File: config.mk
export PLATFORM = sky130hd
export DESIGN_NAME = change_dispenser
export DESIGN_NICKNAME = d
export VERILOG_FILES = /design/src/rtl/vm_pkg.sv /design/src/rtl/change_dispenser_inventory.sv /design/src/rtl/change_dispenser.sv
export SDC_FILE = /design/constraint.sdc
export NUM_CORES = 1
export LEC_CHECK = 0
export CORE_ASPECT_RATIO = 1.75
export CORE_MARGIN = 2
export CORE_UTILIZATION = 25
export CTS_CLUSTER_DIAMETER = 50
export DETAILED_ROUTE_END_ITERATION = 8
export GPL_ROUTABILITY_DRIVEN = 0
export REMOVE_ABC_BUFFERS = 1
export SETUP_SLACK_MARGIN = 0.2
export SYNTH_ARGS = -nofsm -noshare
export SYNTH_HDL_FRONTEND = slang
export SYNTH_HIERARCHICAL = 1
export SYNTH_SLANG_ARGS = --single-unit
File: constraint.sdc
create_clock -name clk -period 7.8 [get_ports clk]
set_input_delay 1.56 -clock clk [delete_from_list [all_inputs] [get_ports clk]]
set_output_delay 1.56 -clock clk [all_outputs]
set_load 0.005 [all_outputs]
File: src/rtl/vm_pkg.sv
// Shared definitions for the vending-machine change path.
//   state_t    : change_dispenser FSM states
//   den_idx_t  : denomination / tube index (0 = largest coin)
//   DEF_DEN*   : default coin values, strictly decreasing
package vm_pkg;

  typedef enum logic [1:0] {IDLE, SELECT, REQ, DONE} state_t;

  typedef logic [1:0] den_idx_t;

  localparam int unsigned NUM_DEN  = 4;
  localparam int unsigned DEF_DEN0 = 20;
  localparam int unsigned DEF_DEN1 = 10;
  localparam int unsigned DEF_DEN2 = 5;
  localparam int unsigned DEF_DEN3 = 1;

endpackage

File: src/rtl/change_dispenser_inventory.sv
// coin_inventory: one coin counter per denomination tube.
//   clk, reset   : clock, synchronous active-high reset (all tubes full)
//   dec_en/idx   : remove one coin from tube dec_idx (saturates at 0)
//   refill/sel   : load tube refill_sel with INV_MAX (wins over a decrement)
//   inv_empty    : bit i high when tube i holds no coins
//   inv_nonzero  : complement of inv_empty
module coin_inventory
  import vm_pkg::*;
#(
  parameter int unsigned INV_MAX = 15
) (
  input  logic                 clk,
  input  logic                 reset,
  input  logic                 dec_en,
  input  den_idx_t             dec_idx,
  input  logic                 refill,
  input  den_idx_t             refill_sel,
  output logic [NUM_DEN-1:0]   inv_empty,
  output logic [NUM_DEN-1:0]   inv_nonzero
);

  localparam int unsigned CW = $clog2(INV_MAX + 1);
  localparam logic [CW-1:0] FULL = CW'(INV_MAX);

  logic [CW-1:0] count [NUM_DEN];

  always_ff @(posedge clk) begin
    if (reset) begin
      for (int unsigned i = 0; i < NUM_DEN; i++) count[i] <= FULL;
    end else begin
      for (int unsigned i = 0; i < NUM_DEN; i++) begin
        if (refill && refill_sel == den_idx_t'(i))
          count[i] <= FULL;
        else if (dec_en && dec_idx == den_idx_t'(i) && count[i] != '0)
          count[i] <= count[i] - 1'b1;
      end
    end
  end

  always_comb begin
    inv_empty = '0;
    for (int unsigned i = 0; i < NUM_DEN; i++) inv_empty[i] = (count[i] == '0);
  end

  assign inv_nonzero = ~inv_empty;

endmodule

File: src/rtl/change_dispenser.sv
// change_dispenser: pays out a change amount one coin at a time, greedy
// (largest available denomination first), over a req/ack hopper handshake.
//   clk, reset          : clock, synchronous active-high reset
//   change_valid/change : 1-cycle strobe with 8-bit amount to pay
//   coin_ack            : hopper dropped one coin of coin_sel
//   refill/refill_sel   : reload one tube to INV_MAX
//   busy                : payout in progress (through the done cycle)
//   coin_req/coin_sel   : request one coin of tube coin_sel
//   dispense_done       : 1-cycle end-of-payout pulse
//   shortfall           : unpaid remainder, held until next accept
//   fault               : sticky hopper timeout
//   inv_empty           : per-tube empty flags
module change_dispenser
  import vm_pkg::*;
#(
  parameter int unsigned DEN0        = DEF_DEN0,
  parameter int unsigned DEN1        = DEF_DEN1,
  parameter int unsigned DEN2        = DEF_DEN2,
  parameter int unsigned DEN3        = DEF_DEN3,
  parameter int unsigned INV_MAX     = 15,
  parameter int unsigned ACK_TIMEOUT = 64
) (
  input  logic       clk,
  input  logic       reset,
  input  logic       change_valid,
  input  logic [7:0] change,
  input  logic       coin_ack,
  input  logic       refill,
  input  logic [1:0] refill_sel,
  output logic       busy,
  output logic       coin_req,
  output logic [1:0] coin_sel,
  output logic       dispense_done,
  output logic [7:0] shortfall,
  output logic       fault,
  output logic [3:0] inv_empty
);

  localparam int unsigned TW = (ACK_TIMEOUT > 1) ? $clog2(ACK_TIMEOUT) : 1;
  localparam logic [TW-1:0] T_LAST = TW'(ACK_TIMEOUT - 1);

  state_t              state;
  logic [7:0]          remaining;
  logic [TW-1:0]       tcnt;
  logic [NUM_DEN-1:0]  inv_nonzero;
  logic                pick_ok;
  den_idx_t            pick_idx;
  logic                take_coin;

  function automatic logic [7:0] den_of(input den_idx_t idx);
    case (idx)
      2'd0:    den_of = 8'(DEN0);
      2'd1:    den_of = 8'(DEN1);
      2'd2:    den_of = 8'(DEN2);
      default: den_of = 8'(DEN3);
    endcase
  endfunction

  // Lowest index that fits and is stocked; remaining==0 never matches
  // because every denomination is nonzero.
  always_comb begin
    pick_ok  = 1'b0;
    pick_idx = '0;
    for (int unsigned i = 0; i < NUM_DEN; i++) begin
      if (!pick_ok && den_of(den_idx_t'(i)) <= remaining && inv_nonzero[i]) begin
        pick_ok  = 1'b1;
        pick_idx = den_idx_t'(i);
      end
    end
  end

  assign take_coin = (state == REQ) && coin_ack;

  always_ff @(posedge clk) begin
    if (reset) begin
      state     <= IDLE;
      remaining <= '0;
      shortfall <= '0;
      coin_sel  <= '0;
      fault     <= 1'b0;
      tcnt      <= '0;
    end else begin
      case (state)
        IDLE: begin
          if (change_valid && !fault) begin
            remaining <= change;
            shortfall <= '0;
            state     <= SELECT;
          end
        end
        SELECT: begin
          if (pick_ok) begin
            coin_sel <= pick_idx;
            tcnt     <= '0;
            state    <= REQ;
          end else begin
            shortfall <= remaining;
            state     <= DONE;
          end
        end
        REQ: begin
          if (coin_ack) begin
            remaining <= remaining - den_of(coin_sel);
            state     <= SELECT;
          end else if (tcnt == T_LAST) begin
            fault     <= 1'b1;
            shortfall <= remaining;
            state     <= DONE;
          end else begin
            tcnt <= tcnt + 1'b1;
          end
        end
        DONE:    state <= IDLE;
        default: state <= IDLE;
      endcase
    end
  end

  assign busy          = (state != IDLE);
  assign coin_req      = (state == REQ);
  assign dispense_done = (state == DONE);

  coin_inventory #(
    .INV_MAX (INV_MAX)
  ) u_inv (
    .clk         (clk),
    .reset       (reset),
    .dec_en      (take_coin),
    .dec_idx     (coin_sel),
    .refill      (refill),
    .refill_sel  (refill_sel),
    .inv_empty   (inv_empty),
    .inv_nonzero (inv_nonzero)
  );

endmodule

==> metrics.yaml <==
yosysWarnings: 6
grt_antenna_before_repair: 0
via_per_inst: 5.146
hold_slack_ns: 0.4791
swShare_pct: 40.91
worstSetupStartpointType: "register"
nets: 362
clkTransAtPathRegs_ns: 0.06
min_to: "shortfall[5]"
avgRoutedWirePerCell_um: 14.37
min_path_cells: 2
portBuffers: 32
switching_power_w: 0.0004087
status: "completed"
final_layout_size_suffix_gt1_share_pct: 6.024
initial_core_util_pct: 25.74
cts_made_buffers: 5
fin_crit_sh_pct: 47.29
htree_num_levels: 2
io_pins: 33
combPwrFrac_pct: 46.9
rsz0062_at_grt: "no"
numPlacedInstances: 451
synth.area.top_cells: "dfxtp_1, edfxtp_1, ha_1"
hold_viol: 0
synth-edff-count: 16
clkLatencyLatePin_ns: 0.28
cts_hold_buffers: 0
slew_viol_final: 0
dieWidth_um: 81.85
crit_path_start: "state[0]"
ir_worst_vdd_mv: 0.2194
num_vias: 2362
period_minus_slack_ns: 3.689
synth_top_area_share_pct: 20.39
clock-sinks: 43
setup_violations: 0
grt_usage_pct: 11.71
final_area_mm2: 0.003228
grt_max_degree: 31
die_area_mm2: 0.01148
tightest_slew_ns: 0.9705
synth_common_cells: "nand2_1, dfxtp_1, inv_1"
worstPathRequired_ns: 6.24
seqPwrFrac_pct: 33.1
drt-initial-drc-count: 90
area_growth_pct: 21.76
cp-end-kind: "output port"
synth-main-ff-cell: "dfxtp_1"
drcViolationCount: 0
dp_slack_ns: 4.379
cp.arrival_ns: 2.13
postSynth.asyncResetShare_pct: 0
cap_violations: 0
num_rows: 49
p_int_w: 0.0005904
ys_seq_elements: 43
grt_pass1_wl_um: 10830
crit_type: "register to output port"
syn_area_per_cell_um2: 8.779
fp.dieH_um: 140.2
yosysTopAreaCell: "dfxtp_1"
ys_seq_area_share_pct: 38.51
max_freq_mhz: 271.1
path_max_fanout: 24
yosysMostFrequentCell: "nand2_1"
first_pass_iters: 4
clock_path_buffers: 2
synthCells: 302
r2r_start: "u_inv/count[3][0]"
p_per_area_mw_per_mm2: 309.5
num_antenna_cells: 0
grt_pass1_vias: 2366
clock-root-buffer: "clkbuf_16"
min_from: "shortfall[5]"
ant_nets: 0
cts_resized: 0
syn_area_mm2: 0.002651
coreArea_mm2: 0.01030
instances_no_fill: 459
synth_cell_type_count: 60
regToRegSetupSlack_ns: 4.80
post_cts_buffers: 0
clkPwrFrac_pct: 20.0
wl_um: 6597
slew-limit-headroom_pct: 35.23
r2r_cells: 8
r2r_end: "tcnt[4]"
setup-tns-final_ns: 0
dp_hpwl_um: 5065
fin_ws_ns: 4.111
hp-class: "register to register"
clock_skew_ns: 0.005790
cts_tree: "done"
placed_cell_area_mm2: 0.003087
cellLeakagePower_nw: 1.154
grt-ovfl-total: 0
-- metal layers --
layer  wire [um]  global-route usage [%]  up-vias
met5           0                       0        -
li1            -                       -     1162
met4          68                   2.719        0
met1        2683                   13.24     1143
met3         226                   1.482        7
met2        3618                   22.34       50
-- layout by cell type, fill, tap and decap left out, drive strengths merged, types with 2 or more instances in the layout --
| cell | instances |
|---|---|
| inv | 24 |
| a311oi | 3 |
| nand2 | 34 |
| and3b | 2 |
| dfxtp | 27 |
| o21ai | 21 |
| or3 | 10 |
| o21a | 6 |
| o211ai | 3 |
| clkbuf | 6 |
| or4 | 3 |
| nand4 | 3 |
| nor4 | 2 |
| a31oi | 5 |
| nor2 | 19 |
| nand3 | 7 |
| xnor2 | 7 |
| or2 | 3 |
| or3b | 2 |
| o31ai | 5 |
| edfxtp | 16 |
| nand2b | 3 |
| mux2i | 3 |
| a21oi | 19 |
| clkdlybuf4s50 | 32 |
| nor3 | 6 |
| o22ai | 2 |
| a211oi | 6 |
| nor2b | 7 |
| nor3b | 5 |
| a221oi | 2 |
| o2111a | 2 |
| o32ai | 2 |
| ha | 15 |
-- power groups by stage --
stage	registers, W	logic [W]	clock network [W]
global placement	0.000334	0.000456	0
global route	0.000337	0.000528	0.000215
detailed placement	0.000335	0.000469	0
CTS	0.000331	0.000472	0.000206
finish	0.000331	0.000468	0.000200
floorplan	0.000313	0.000344	0
-- cells by family (layout without fill, tap and decap cells) --
logic type	count (synthesis)	count (layout)	synth area share, %
xor gates and xnor gates	8	8	2.643
buffers and inverters	35	65	5.333
DFF	43	43	38.51
muxes	3	3	1.133
AOI/OAI and AO/OA	87	87	22.70
adders and majority gates	16	16	7.834
and+or+nand+nor	110	110	21.85
-- area by class of cell --
type | instances | area [um^2]
repair buffers | 33 | 327.8
well taps | 127 | 158.9
clock buffers | 6 | 128.9
flip-flops and latches | 43 | 1021
multi-input cells | 224 | 1489
clock inverters | 2 | 12.51
fillers | 1104 | 7072
inverters | 24 | 90.09
-- through the flow --
step | total power [W] | utilization (%)
after floorplan | 0.0006567 | -
after global placement | 0.0007901 | 29.97
after detailed placement | 0.0008043 | 29.97
after CTS | 0.001009 | 31.34
after global routing | 0.001080 | 31.34
final | 0.0009990 | 31.34
-- state kept, by name (all words and copies together), names as in the netlist --
signal and cells:
tcnt 6, state 2, remaining 8, u_inv/count 16
shortfall 8, coin_sel 2, fault 1
-- critical path, stage by stage (launching register included) --
cell and delay [ns]:
dfxtp_1 0.34, inv_1 0.13, ha_1 0.73, clkdlybuf4s50_1 0.65
-- worst max path at each step --
stage	endpoint	slack [ns]	cells after the start
floorplan	inv_empty[3]	5.05	4
global placement	coin_req	4.43	3
detailed placement	u_inv/count[1][2]	4.38	5
CTS	coin_req	4.08	3
global route	coin_req	3.97	3
finish	coin_req	4.11	3
No activity file was read; power rests on OpenSTA's default activity.
